[config.mk]
export PLATFORM = sky130hd
export DESIGN_NAME = bk_ps2_keyboard_flat
export DESIGN_NICKNAME = d
export VERILOG_FILES = /design/src/rtl/bk_ps2_keyboard_if.sv /design/src/rtl/bk_ps2_keyboard.sv /design/src/flat_wrapper.sv
export SDC_FILE = /design/constraint.sdc
export NUM_CORES = 1
export LEC_CHECK = 0
export BUFFER_PORTS_ARGS = -buffer_cell sky130_fd_sc_hd__buf_2
export CAP_MARGIN = 5
export CORE_MARGIN = 2
export CORE_UTILIZATION = 67
export DETAILED_ROUTE_END_ITERATION = 16
export GPL_TIMING_DRIVEN = 0
export HOLD_SLACK_MARGIN = 0.03
export PLACE_DENSITY = 0.86
export RECOVER_POWER = 25
export SLEW_MARGIN = 30
export SYNTH_ARGS = -nofsm -noshare
export SYNTH_HDL_FRONTEND = slang
export SYNTH_SLANG_ARGS = --single-unit
[constraint.sdc]
create_clock -name clk -period 4.31 [get_ports clk]
set_input_delay 0.2155 -clock clk [delete_from_list [all_inputs] [get_ports clk]]
set_output_delay 0.2155 -clock clk [all_outputs]
set_load 0.02 [all_outputs]
[src/rtl/bk_ps2_keyboard_if.sv]
// ---------------------------------------------------------------------------
// bk_ps2_keyboard_if : PS/2 lines, core read strobe and keyboard outputs
// Revision 1.0
// ---------------------------------------------------------------------------
`default_nettype none

interface bk_ps2_keyboard_if;
  logic       ps2_clk;
  logic       ps2_dat;
  logic       read_kbd;
  logic       kbd_available;
  logic [7:0] kbd_data;
  logic       kbd_ar2;
  logic       stopkey;
  logic       keydown;
  logic       frame_err;

  modport master (
    output ps2_clk, ps2_dat, read_kbd,
    input  kbd_available, kbd_data, kbd_ar2, stopkey, keydown, frame_err
  );

  modport slave (
    input  ps2_clk, ps2_dat, read_kbd,
    output kbd_available, kbd_data, kbd_ar2, stopkey, keydown, frame_err
  );
endinterface

`default_nettype wire

[src/rtl/bk_ps2_keyboard.sv]
// ---------------------------------------------------------------------------
// bk_ps2_keyboard : PS/2 set-2 receiver, KOI-7 translation and key-code FIFO
// Revision 1.0
// ---------------------------------------------------------------------------
`default_nettype none

module bk_ps2_keyboard #(
  parameter int DEPTH   = 4,
  parameter int FILT    = 4,
  parameter int TIMEOUT = 20000
) (
  input  wire logic          clk,
  input  wire logic          reset_n,
  input  wire logic          ce,
  bk_ps2_keyboard_if.slave   kbd
);

  localparam int AW = $clog2(DEPTH);
  localparam int FW = $clog2(FILT + 1);
  localparam int TW = $clog2(TIMEOUT + 1);

  localparam logic [1:0] S_IDLE = 2'd0;
  localparam logic [1:0] S_DATA = 2'd1;
  localparam logic [1:0] S_PAR  = 2'd2;
  localparam logic [1:0] S_STOP = 2'd3;

  // ---------------- input synchronisers and glitch filters ----------------
  logic [1:0] raw;
  logic [1:0] filt;
  assign raw = {kbd.ps2_dat, kbd.ps2_clk};

  for (genvar i = 0; i < 2; i++) begin : g_line
    logic          s1, s2, f;
    logic [FW-1:0] cnt;
    always_ff @(posedge clk or negedge reset_n) begin
      if (!reset_n) begin
        s1 <= 1'b1; s2 <= 1'b1; f <= 1'b1; cnt <= '0;
      end else if (ce) begin
        s1 <= raw[i];
        s2 <= s1;
        if (s2 == f)                   cnt <= '0;
        else if (cnt == FW'(FILT - 1)) begin f <= s2; cnt <= '0; end
        else                           cnt <= cnt + 1'b1;
      end
    end
    assign filt[i] = f;
  end

  logic clk_prev, strobe, dat;
  always_ff @(posedge clk or negedge reset_n) begin
    if (!reset_n)  clk_prev <= 1'b1;
    else if (ce)   clk_prev <= filt[0];
  end
  assign strobe = ce & clk_prev & ~filt[0];
  assign dat    = filt[1];

  // ---------------- frame FSM ----------------
  logic [1:0]    state, state_nx;
  logic [2:0]    bitcnt;
  logic [7:0]    shreg;
  logic          par_ok;
  logic [TW-1:0] tocnt;
  logic          timeout, byte_valid, frame_err_w;

  assign timeout = ce & ~strobe & (state != S_IDLE) & (tocnt == TW'(TIMEOUT - 1));

  always_ff @(posedge clk or negedge reset_n) begin
    if (!reset_n) state <= S_IDLE;
    else          state <= state_nx;
  end

  always_comb begin
    state_nx = state;
    if (timeout) state_nx = S_IDLE;
    else if (strobe) begin
      case (state)
        S_IDLE:  if (!dat) state_nx = S_DATA;
        S_DATA:  if (bitcnt == 3'd7) state_nx = S_PAR;
        S_PAR:   state_nx = S_STOP;
        default: state_nx = S_IDLE;
      endcase
    end
  end

  always_comb begin
    byte_valid  = 1'b0;
    frame_err_w = timeout;
    if (strobe && state == S_STOP) begin
      if (par_ok && dat) byte_valid  = 1'b1;
      else               frame_err_w = 1'b1;
    end
  end

  always_ff @(posedge clk or negedge reset_n) begin
    if (!reset_n) begin
      bitcnt <= '0; shreg <= '0; par_ok <= 1'b0; tocnt <= '0;
    end else if (ce) begin
      tocnt <= (state == S_IDLE || strobe) ? '0 : tocnt + 1'b1;
      if (strobe) begin
        if (state == S_IDLE) bitcnt <= '0;
        if (state == S_DATA) begin
          shreg  <= {dat, shreg[7:1]};
          bitcnt <= bitcnt + 1'b1;
        end
        // odd parity: data ones plus parity bit must be odd
        if (state == S_PAR) par_ok <= (^shreg) ^ dat;
      end
    end
  end

  // ---------------- prefix tracking and translation ----------------
  function automatic logic [7:0] xlate(input logic e, input logic [7:0] c);
    logic [7:0] r;
    r = 8'h00;
    if (e) begin
      case (c)
        8'h6B: r = {1'b1, 7'h08};  8'h74: r = {1'b1, 7'h19};
        8'h75: r = {1'b1, 7'h1A};  8'h72: r = {1'b1, 7'h1B};
        default: r = 8'h00;
      endcase
    end else begin
      case (c)
        8'h1C: r = {1'b1, 7'h41};  8'h32: r = {1'b1, 7'h42};  8'h21: r = {1'b1, 7'h43};
        8'h23: r = {1'b1, 7'h44};  8'h24: r = {1'b1, 7'h45};  8'h2B: r = {1'b1, 7'h46};
        8'h34: r = {1'b1, 7'h47};  8'h33: r = {1'b1, 7'h48};  8'h43: r = {1'b1, 7'h49};
        8'h3B: r = {1'b1, 7'h4A};  8'h42: r = {1'b1, 7'h4B};  8'h4B: r = {1'b1, 7'h4C};
        8'h3A: r = {1'b1, 7'h4D};  8'h31: r = {1'b1, 7'h4E};  8'h44: r = {1'b1, 7'h4F};
        8'h4D: r = {1'b1, 7'h50};  8'h15: r = {1'b1, 7'h51};  8'h2D: r = {1'b1, 7'h52};
        8'h1B: r = {1'b1, 7'h53};  8'h2C: r = {1'b1, 7'h54};  8'h3C: r = {1'b1, 7'h55};
        8'h2A: r = {1'b1, 7'h56};  8'h1D: r = {1'b1, 7'h57};  8'h22: r = {1'b1, 7'h58};
        8'h35: r = {1'b1, 7'h59};  8'h1A: r = {1'b1, 7'h5A};
        8'h45: r = {1'b1, 7'h30};  8'h16: r = {1'b1, 7'h31};  8'h1E: r = {1'b1, 7'h32};
        8'h26: r = {1'b1, 7'h33};  8'h25: r = {1'b1, 7'h34};  8'h2E: r = {1'b1, 7'h35};
        8'h36: r = {1'b1, 7'h36};  8'h3D: r = {1'b1, 7'h37};  8'h3E: r = {1'b1, 7'h38};
        8'h46: r = {1'b1, 7'h39};
        8'h29: r = {1'b1, 7'h20};  8'h5A: r = {1'b1, 7'h0A};  8'h66: r = {1'b1, 7'h18};
        8'h0D: r = {1'b1, 7'h0D};  8'h76: r = {1'b1, 7'h03};
        default: r = 8'h00;
      endcase
    end
    return r;
  endfunction

  logic       ext, brk, ar2, stop, held;
  logic [8:0] last_make;
  logic [7:0] map;
  logic       is_e0, is_f0, is_ign, evt, lvl_alt, lvl_f12, push;

  assign map     = xlate(ext, shreg);
  assign is_e0   = shreg == 8'hE0;
  assign is_f0   = shreg == 8'hF0;
  assign is_ign  = shreg == 8'hE1 || shreg == 8'hAA || shreg == 8'hFA;
  assign evt     = byte_valid & ~is_e0 & ~is_f0 & ~is_ign;
  assign lvl_alt = ~ext & (shreg == 8'h11);
  assign lvl_f12 = ~ext & (shreg == 8'h07);
  assign push    = evt & ~brk & map[7];

  always_ff @(posedge clk or negedge reset_n) begin
    if (!reset_n) begin
      ext <= 1'b0; brk <= 1'b0; ar2 <= 1'b0; stop <= 1'b0; held <= 1'b0;
      last_make <= '0;
    end else if (byte_valid) begin
      if (is_e0)      ext <= 1'b1;
      else if (is_f0) brk <= 1'b1;
      else if (!is_ign) begin
        ext <= 1'b0;
        brk <= 1'b0;
        if (lvl_alt)      ar2  <= ~brk;
        else if (lvl_f12) stop <= ~brk;
        else if (!brk && map[7]) begin
          last_make <= {ext, shreg};
          held      <= 1'b1;
        end else if (brk && {ext, shreg} == last_make) held <= 1'b0;
      end
    end
  end

  // ---------------- key-code FIFO ----------------
  logic [6:0]  mem [DEPTH];
  logic [AW-1:0] rd_ptr, wr_ptr;
  logic [AW:0]   count;
  logic          read_prev, pop, wr_ok;

  assign pop   = ce & read_prev & ~kbd.read_kbd & (count != '0);
  assign wr_ok = push & ((count != (AW+1)'(DEPTH)) | pop);

  always_ff @(posedge clk or negedge reset_n) begin
    if (!reset_n) begin
      read_prev <= 1'b0; rd_ptr <= '0; wr_ptr <= '0; count <= '0;
    end else begin
      if (ce)    read_prev <= kbd.read_kbd;
      if (pop)   rd_ptr <= rd_ptr + 1'b1;
      if (wr_ok) wr_ptr <= wr_ptr + 1'b1;
      count <= count + {{AW{1'b0}}, wr_ok} - {{AW{1'b0}}, pop};
    end
  end

  always_ff @(posedge clk) begin
    if (wr_ok) mem[wr_ptr] <= map[6:0];
  end

  assign kbd.kbd_available = count != '0;
  assign kbd.kbd_data      = (count != '0) ? {1'b0, mem[rd_ptr]} : 8'h00;
  assign kbd.kbd_ar2       = ar2;
  assign kbd.stopkey       = stop;
  assign kbd.keydown       = held;
  assign kbd.frame_err     = frame_err_w;

endmodule

`default_nettype wire

[src/flat_wrapper.sv]
// flat-port wrapper written by rule: the top's interface ports become plain ports
module bk_ps2_keyboard_flat 
#(
  parameter int DEPTH   = 4,
  parameter int FILT    = 4,
  parameter int TIMEOUT = 20000
)
  (clk, reset_n, ce, kbd_ps2_clk, kbd_ps2_dat, kbd_read_kbd, kbd_kbd_available, kbd_kbd_data, kbd_kbd_ar2, kbd_stopkey, kbd_keydown, kbd_frame_err);
  bk_ps2_keyboard_if kbd_i ();
  input  wire logic clk;
  input  wire logic reset_n;
  input  wire logic ce;
  input wire logic [$bits(kbd_i.ps2_clk)-1:0] kbd_ps2_clk;
  input wire logic [$bits(kbd_i.ps2_dat)-1:0] kbd_ps2_dat;
  input wire logic [$bits(kbd_i.read_kbd)-1:0] kbd_read_kbd;
  output wire logic [$bits(kbd_i.kbd_available)-1:0] kbd_kbd_available;
  output wire logic [$bits(kbd_i.kbd_data)-1:0] kbd_kbd_data;
  output wire logic [$bits(kbd_i.kbd_ar2)-1:0] kbd_kbd_ar2;
  output wire logic [$bits(kbd_i.stopkey)-1:0] kbd_stopkey;
  output wire logic [$bits(kbd_i.keydown)-1:0] kbd_keydown;
  output wire logic [$bits(kbd_i.frame_err)-1:0] kbd_frame_err;
  assign kbd_i.ps2_clk = kbd_ps2_clk;
  assign kbd_i.ps2_dat = kbd_ps2_dat;
  assign kbd_i.read_kbd = kbd_read_kbd;
  assign kbd_kbd_available = kbd_i.kbd_available;
  assign kbd_kbd_data = kbd_i.kbd_data;
  assign kbd_kbd_ar2 = kbd_i.kbd_ar2;
  assign kbd_stopkey = kbd_i.stopkey;
  assign kbd_keydown = kbd_i.keydown;
  assign kbd_frame_err = kbd_i.frame_err;
  bk_ps2_keyboard #(.DEPTH(DEPTH), .FILT(FILT), .TIMEOUT(TIMEOUT)) u_core (.clk(clk), .reset_n(reset_n), .ce(ce), .kbd(kbd_i));
endmodule
==> results_dict.tcl <==
set metrics [dict create \
    critical_path_required_ns 4.56 \
    fp.dieArea_um2 8965 \
    relSlewSlack_pct -4.195 \
    ys_types 62 \
    hold_viol 0 \
    syn-num-nets 579 \
    cts_buffer_depth 2 \
    multiInputGateArea_um2 2831 \
    grt_max_degree 65 \
    synth_top_area_share_pct 25.89 \
    yosys_warnings 0 \
    synth_edf_count 28 \
    ys_seq_elements 92 \
    cts_sinks 92 \
    hold_path_class "in -> reg" \
    fin_skew_ns 0.01845 \
    syn_area_um2 5510 \
    period_minus_slack_ns 3.563 \
    grt_usage_pct 31.44 \
    path_max_fanout 10 \
    fillers 586 \
    std_cell_rows 33 \
    wl_per_cell_um 19.45 \
    antenna_found_initial 0 \
    layout-drive-gt1-share_pct 14.69 \
    htree_levels 3 \
    postCtsResizedCells 0 \
    grt_pass1_wl_um 21640 \
    end_kind "register" \
    die_h_um 94.69 \
    syn_to_final_growth_pct 8.129 \
    synth_area_leader_cell "dfrtp_1" \
    p_per_area_nw_per_um2 417.5 \
    cts_tree "done" \
    diodes 0 \
    place_hpwl_um 9282 \
    async_reset_ff_share_pct 69.57 \
    path_clk_slew_ns 0.11 \
    gp_congestion 0.9460 \
    antenna_left 0 \
    max_cap_violations 1 \
    synth.yosys.seq_area_share_pct 44.48 \
    ctsHoldBuffers 1 \
    tns_ns 0 \
    vias 4441 \
    drtPass1Iterations 5 \
    regArea_um2 2451 \
    post-cts-setup-buffer-count 0 \
    synthCells 538 \
    grt_pass1_vias 4297 \
    finalCritPeriodShare_pct 82.68 \
    yosysMostFrequentCell "dfrtp_1" \
    p_leak_uw 0.002500 \
    final_nets 608 \
    tightest_slew_ns 1.563 \
    slew_viol_final 65 \
    numCtsBuffers 9 \
    fin_util_pct 73.62 \
    violations "max-capacitance violations, max-slew violations" \
    start_kind "register" \
    fmax_ghz 0.2806 \
    avgSynthCellArea_um2 10.24 \
    cts_root_buf "clkbuf_8" \
    ys.flop_type "dfrtp_1" \
    setup_violations 0 \
    synth_area_leaders "dfrtp_1 (26%), edfxtp_1 (15%), ha_1 (7.7%), o21ai_0 (4.4%), mux2_2 (4.3%)" \
    worstSetupPathType "reg -> reg" \
    routed_wl_um 13170 \
    clk_latency_ns 0.37 \
    drc 0 \
    ys_top_cells_by_count "dfrtp_1 (57), nand2_1 (54), o21ai_0 (48), ha_1 (34)" \
    numPortBuffers 17 \
    die_w_um 94.69 \
    ios 19 \
    drt_iter0_markers 441 \
    grt_setup_unrepaired "false" \
    start_util_pct 68.09 \
    arrival_ns 3.81 \
    core_area_um2 8093 \
    outcome "complete, but fails checks" \
    vias_per_cell 6.560 \
    vdd_ir_drop_max_uv 257.5 \
    overflow 0 \
]
## power by group
part           switching [µW]  internal, µW
Combinational             442           302
Sequential               96.7          1020
Clock                     347           284
Total                     885          1600
## area by class of cell
| type | instances | share of cell area (%) |
|---|---|---|
| multi-input cells | 387 | 47.52 |
| flip-flops and latches | 92 | 41.14 |
| plain buffers | 33 | 2.352 |
| well taps | 105 | 2.205 |
| clock buffers | 9 | 2.079 |
| inverters | 26 | 1.638 |
| repair buffers | 18 | 1.554 |
| clock inverters | 7 | 1.512 |
## worst max-delay path, stage by stage (launching register included)
cell	delay [ns]
dfrtp_1	0.42
clkbuf_1	0.22
inv_1	0.18
ha_1	0.16
buf_2	0.28
nand2_1	0.08
a21oi_1	0.35
o21ai_0	0.17
a221o_1	0.43
a21oi_1	0.47
ha_1	0.26
fa_1	0.42
## flip-flops by register name (all words and copies together), names as in the netlist
name and cells:
u_core.read_prev 1, u_core.count 3, u_core.g_line.s1 2, u_core.dat 1, u_core.last_make 9, u_core.clk_prev 1
u_core.kbd.keydown 1, u_core.g_line.f 1, u_core.brk 1, u_core.bitcnt 3, u_core.shreg 8, u_core.state 2
u_core.rd_ptr 2, u_core.kbd.kbd_ar2 1, u_core.tocnt 15, u_core.mem 28, u_core.g_line.s2 2, u_core.wr_ptr 2
u_core.par_ok 1, u_core.g_line.cnt 6, u_core.ext 1, u_core.kbd.stopkey 1
## path summary, 6_finish.rpt
| path | from | to | slack [ns] | cells after the start |
|---|---|---|---|---|
| max in group asynchronous | reset_n | u_core.ext$_DFFE_PN0P_ | 2.60 | 2 |
| max reg2reg | u_core.shreg[0]$_DFFE_PN0P_ | u_core.count[1]$_DFF_PN0_ | 0.75 | 11 |
| min reg2reg | u_core.g_line[0].cnt[1]$_DFFE_PN0P_ | u_core.g_line[0].cnt[1]$_DFFE_PN0P_ | 0.50 | 1 |
| max | u_core.shreg[0]$_DFFE_PN0P_ | u_core.count[1]$_DFF_PN0_ | 0.75 | 11 |
| min | kbd_ps2_dat | u_core.g_line[1].s1$_DFFE_PN1P_ | 0.07 | 2 |
| min in group asynchronous | reset_n | u_core.g_line[0].cnt[2]$_DFFE_PN0P_ | 0.75 | 2 |
## layer usage
layer	GRT usage, %	wire (µm)
met4	12.32	316
met5	0	0
met1	43.95	5666
met3	5.746	982
met2	49.05	6200
## logic make-up (layout without fill, tap and decap cells)
kind of cell / Yosys count / after routing / share of synthesized area [%]
compound gates: 141 / 141 / 17.14
mux: 33 / 33 / 8.515
flops: 92 / 92 / 44.48
xor+xnor: 24 / 24 / 3.815
other cells: 1 / 1 / 0.06805
simple gates: 153 / 153 / 13.58
fa+ha+maj: 35 / 35 / 8.084
buf+inv: 59 / 93 / 4.314
## stage by stage
stage	cell area (µm²)	worst slack [ns]	hold slack (ns)	total power [µW]	cells
6_report	5958	0.7466	0.06758	2487	677
5_1_grt	5958	0.5739	0.06518	2619	677
4_1_cts	5958	0.8560	0.06663	2486	677
3_5_place_dp	5734	0.8689	0.3480	1861	660
3_3_place_gp	5727	0.9397	0.4477	1808	660
2_1_floorplan	5510	1.436	-0.08009	1652	538
## cell usage in the layout (no fill, tap or decap), types with 21 or more instances in the layout
cell,n
nor2_1,28
a21oi_1,21
dfrtp_1,57
edfxtp_1,28
inv_1,24
o21ai_0,48
ha_1,34
mux2_2,21
nand2_1,54
clkbuf_1,24
Power figures use the tool's default switching activity.
